`src/rtl/run_ctrl_pkg.sv`:
```
// Shared types and default parameter values for the run controller.
package run_ctrl_pkg;

  // Controller states: hold core in reset, strobe req, let it run, report.
  typedef enum logic [2:0] {
    IDLE = 3'd0,
    RSTC = 3'd1,
    REQ  = 3'd2,
    RUN  = 3'd3,
    DONE = 3'd4
  } state_t;

  localparam int DEF_CW      = 16;
  localparam int DEF_TIMEOUT = 16'hFFFF;
  localparam int DEF_RST_CYC = 2;

endpackage

```
`src/rtl/run_ctrl.sv`:
```
// Run controller: resets a processor core, kicks it with a req strobe,
// counts run cycles until core_done or a timeout, then reports the result.
module run_ctrl
  import run_ctrl_pkg::*;
#(
  parameter int CW      = DEF_CW,
  parameter int TIMEOUT = DEF_TIMEOUT,
  parameter int RST_CYC = DEF_RST_CYC
) (
  input  logic          clk,
  input  logic          reset,
  input  logic          start,
  input  logic          core_done,
  output logic          core_reset,
  output logic          core_req,
  output logic          busy,
  output logic          finished,
  output logic          timed_out,
  output logic [CW-1:0] cycles
);

  localparam int RW = $clog2(RST_CYC + 1);
  localparam logic [CW-1:0] TIMEOUT_VAL = CW'(TIMEOUT);
  localparam logic [RW-1:0] RST_LOAD    = RW'(RST_CYC);

  state_t        state;
  logic [RW-1:0] rst_cnt;

  // Core handshake and status lines are pure decodes of the state register.
  assign core_reset = (state == IDLE) || (state == RSTC) || (state == DONE);
  assign core_req   = (state == REQ);
  assign busy       = (state != IDLE);
  assign finished   = (state == DONE);

  // Main controller FSM together with the reset-hold counter, run counter
  // and sticky timeout flag; reset overrides every other input.
  always_ff @(posedge clk) begin
    if (reset) begin
      state     <= IDLE;
      rst_cnt   <= '0;
      cycles    <= '0;
      timed_out <= 1'b0;
    end else begin
      case (state)
        IDLE: begin
          if (start) begin
            state     <= RSTC;
            rst_cnt   <= RST_LOAD;
            cycles    <= '0;
            timed_out <= 1'b0;
          end
        end
        RSTC: begin
          // The counter is loaded with RST_CYC, so leaving when it reads 1
          // keeps the core in reset for exactly RST_CYC cycles here.
          if (rst_cnt <= RW'(1)) begin
            state   <= REQ;
            rst_cnt <= '0;
          end else begin
            rst_cnt <= rst_cnt - RW'(1);
          end
        end
        REQ: begin
          state <= RUN;
        end
        RUN: begin
          // Done beats timeout; the counter saturates at TIMEOUT.
          if (core_done) begin
            state <= DONE;
          end else if (cycles == TIMEOUT_VAL) begin
            state     <= DONE;
            timed_out <= 1'b1;
          end else begin
            cycles <= cycles + CW'(1);
          end
        end
        DONE: begin
          state <= IDLE;
        end
        default: begin
          state <= IDLE;
        end
      endcase
    end
  end

endmodule

```
`config.mk`:
```
export PLATFORM = sky130hd
export DESIGN_NAME = run_ctrl
export DESIGN_NICKNAME = d
export VERILOG_FILES = /design/src/rtl/run_ctrl_pkg.sv /design/src/rtl/run_ctrl.sv
export SDC_FILE = /design/constraint.sdc
export NUM_CORES = 1
export LEC_CHECK = 0
export BUFFER_PORTS_ARGS = -buffer_cell sky130_fd_sc_hd__clkbuf_2
export CORE_MARGIN = 2
export CORE_UTILIZATION = 45
export CTS_BUF_LIST = sky130_fd_sc_hd__clkbuf_8
export CTS_CLUSTER_SIZE = 16
export DETAILED_ROUTE_END_ITERATION = 16
export PLACE_DENSITY = 0.68
export SYNTH_ARGS = -nofsm -noshare
export SYNTH_HDL_FRONTEND = slang
export SYNTH_SLANG_ARGS = --single-unit
```
`constraint.sdc`:
```
create_clock -name clk -period 5.1 [get_ports clk]
set_input_delay 0.255 -clock clk [delete_from_list [all_inputs] [get_ports clk]]
set_output_delay 0.255 -clock clk [all_outputs]
set_load 0.02 [all_outputs]
```
==> results.tsv <==
metric	value	unit
synth_xor_area_share	0	%
path_clk_slew	0.08	ns
first_pass_iters	4	
maxSlewViolCount	0	
gp_congestion	0.822	
syn_nets	154	
status	finished clean	
area_growth	12.6	%
syn_inst	149	
synthSimpleGateAreaFrac	27.8	%
die-area	3070	sq um
wl	2920	microns
synth_area_per_cell	7.98	sq um
cts-root-buf	clkbuf_8	
fin_skew	0.00572	ns
wire_per_inst	14.9	microns
crit_type	reg2reg	
synth_top_family_by_area	compound AO/OA/AOI/OAI gates	
netlist_area	1190	sq um
max_stage_delay	0.84	ns
required	5.27	ns
fill_cells	245	
synth_edf_count	0	
cts_resized	0	
synthAdderAreaFrac	1.05	%
synth_warnings	0	
antenna_found_initial	0	
maxSlewHeadroom	27.0	%
rsz0062_at_grt	false	
timing.fmax	0.392	GHz
endpoint_kind	register	
core_area	2500	sq um
ys.flop_type	dfxtp_1	
clockBufferDepth	2	
dp_hpwl	1970	microns
synth_common_cells	dfxtp_1 (22), nor2_1 (17), a21oi_1 (16)	
cellLeakagePower	0.481	nW
ys_async_sr_fraction	0	%
synthMuxAreaShare	0.842	%
irDropWorstVdd	161	uV
setup_tns	0	ns
setup_viol	0	
cp_cell_sequence	ha_1 > and3_1 > and4_1 > nor3_2 > a41oi_1 > a311oi_1	
grt_pass1_wl	4920	microns
cp_slowest_cell	nor3_2	
ys_seq_area_share	37.1	%
clock_latency	0.26	ns
final_layout_size_suffix_gt1_share	18.7	%
hold_path.class	in2reg	
die_h	55.4	microns
std_cell_rows	18	
grt_pass1_vias	1040	
finalCritPeriodShare	50.0	%
yosys.area.top_type	dfxtp_1	
cts_buffers	3	
port_buffers	24	
yosysMostFrequentCell	dfxtp_1	
placed_area	1300	sq um
fin_crit	2.55	ns
cts.sinks	22	
synth.distinct_cells	36	
ys_seq_elements	22	
grt_util_all_layers	19.2	%
post_cts_buffers	0	
viasPerCell	6.16	
nets	173	
final_hold_viol_count	0	
power_density	269	nW/um^2
crit_arrival	2.72	ns
grt-ovfl-total	0	
cts_hold_buf	0	
tightest_slew	1.09	ns
max_cap_violations	0	
start_util	47.5	%
postRouteAntennaNets	0	
detail_route.iter0.violations	23	
netlist.area_leader.share	37.1	%
io_pins	25	
diodes	0	
vias	1208	
cts_tree	done	
stdcell_area	1340	sq um
synth_compound_area_share	28.2	%
crit_fanout	18	
synth_area_leaders	dfxtp_1 (37%), a21oi_1 (6.7%), nor2_1 (5.4%), nand3_1 (3.4%), o21ai_0 (3.4%)	
start_kind	register	
route.detailed.drc	0	
grt_max_degree	23	
die_w	55.4	microns
htree_levels	1	
layer usage:
layer / track usage (%) / part of all wire (%) / routed length (microns) / up-vias
met5: 0 / 0 / 0 / -
met4: 5.23 / 0.34 / 10 / 0
met3: 3.51 / 5.0 / 145 / 2
met2: 29.3 / 46 / 1340 / 27
met1: 27.8 / 49 / 1420 / 577
li1: - / - / - / 602
state kept, by name (all words and copies together) (netlist names):
signal / count
timed_out: 1
cycles: 16
rst_cnt: 2
state: 3
layout make-up:
cell class / instances / area (sq um) / share of cell area, %
clock buffers: 3 / 41.3 / 3.08
inverters: 3 / 11.3 / 0.841
multi-input cells: 114 / 688 / 51.4
flip-flops and latches: 22 / 440 / 32.9
well taps: 30 / 37.5 / 2.80
repair buffers: 24 / 120 / 8.97
kinds of logic after synthesis:
| kind of cell | count (synthesis) |
|---|---|
| adders and majority gates | 1 |
| muxes | 1 |
| DFF | 22 |
| AOI/OAI and AO/OA | 50 |
| and+or+nand+nor | 62 |
| buffers and inverters | 13 |
critical path, delay by kind of cell (launching register included):
kind | cells | cell delay (ns)
AO/OA/AOI/OAI | 2 | 0.50
adder cells (fa/ha/maj) | 1 | 0.26
AND/OR/NAND/NOR | 3 | 1.33
flip-flops | 1 | 0.37
cells in the final DEF (no fill, tap or decap), drive strengths merged:
cell	n
a311oi	4
nand2b	2
and4	4
a21bo	1
and3	2
nor3b	2
or4	2
or3b	1
a211oi	5
a31oi	5
nand2	10
a211o	1
ha	1
a21oi	17
inv	3
a41oi	3
a22oi	2
clkbuf	27
a221oi	1
nand3	8
o21ai	8
mux2i	1
nand4	2
o31ai	1
dfxtp	22
and3b	1
nand3b	2
o221a	1
nor2	17
or3	1
a21boi	1
nor3	8
path summary, 6_finish.rpt:
check / start / to / slack, ns / cells after the start
hold / removal: start / cycles[5] / 0.28 / 2
setup / recovery: cycles[0] / cycles[3] / 2.55 / 6
hold reg to reg: rst_cnt[0] / rst_cnt[0] / 0.50 / 2
setup reg to reg: cycles[0] / cycles[3] / 2.55 / 6
metrics by stage:
stage	worst slack [ns]	cells	power [mW]	hold slack, ns	utilization (%)
after floorplan	2.97	149	0.241	0.333	-
after global placement	2.72	193	0.252	0.458	51.9
after detailed placement	2.59	193	0.253	0.483	51.9
after CTS	2.57	196	0.361	0.275	53.6
after global routing	2.30	196	0.378	0.313	53.6
final	2.55	196	0.360	0.279	53.6
power by group:
group | switching, mW | internal, mW
clock network | 0.0579 | 0.0528
registers | 0.0117 | 0.177
logic | 0.0385 | 0.0229
(Power assumes the default switching activity.)
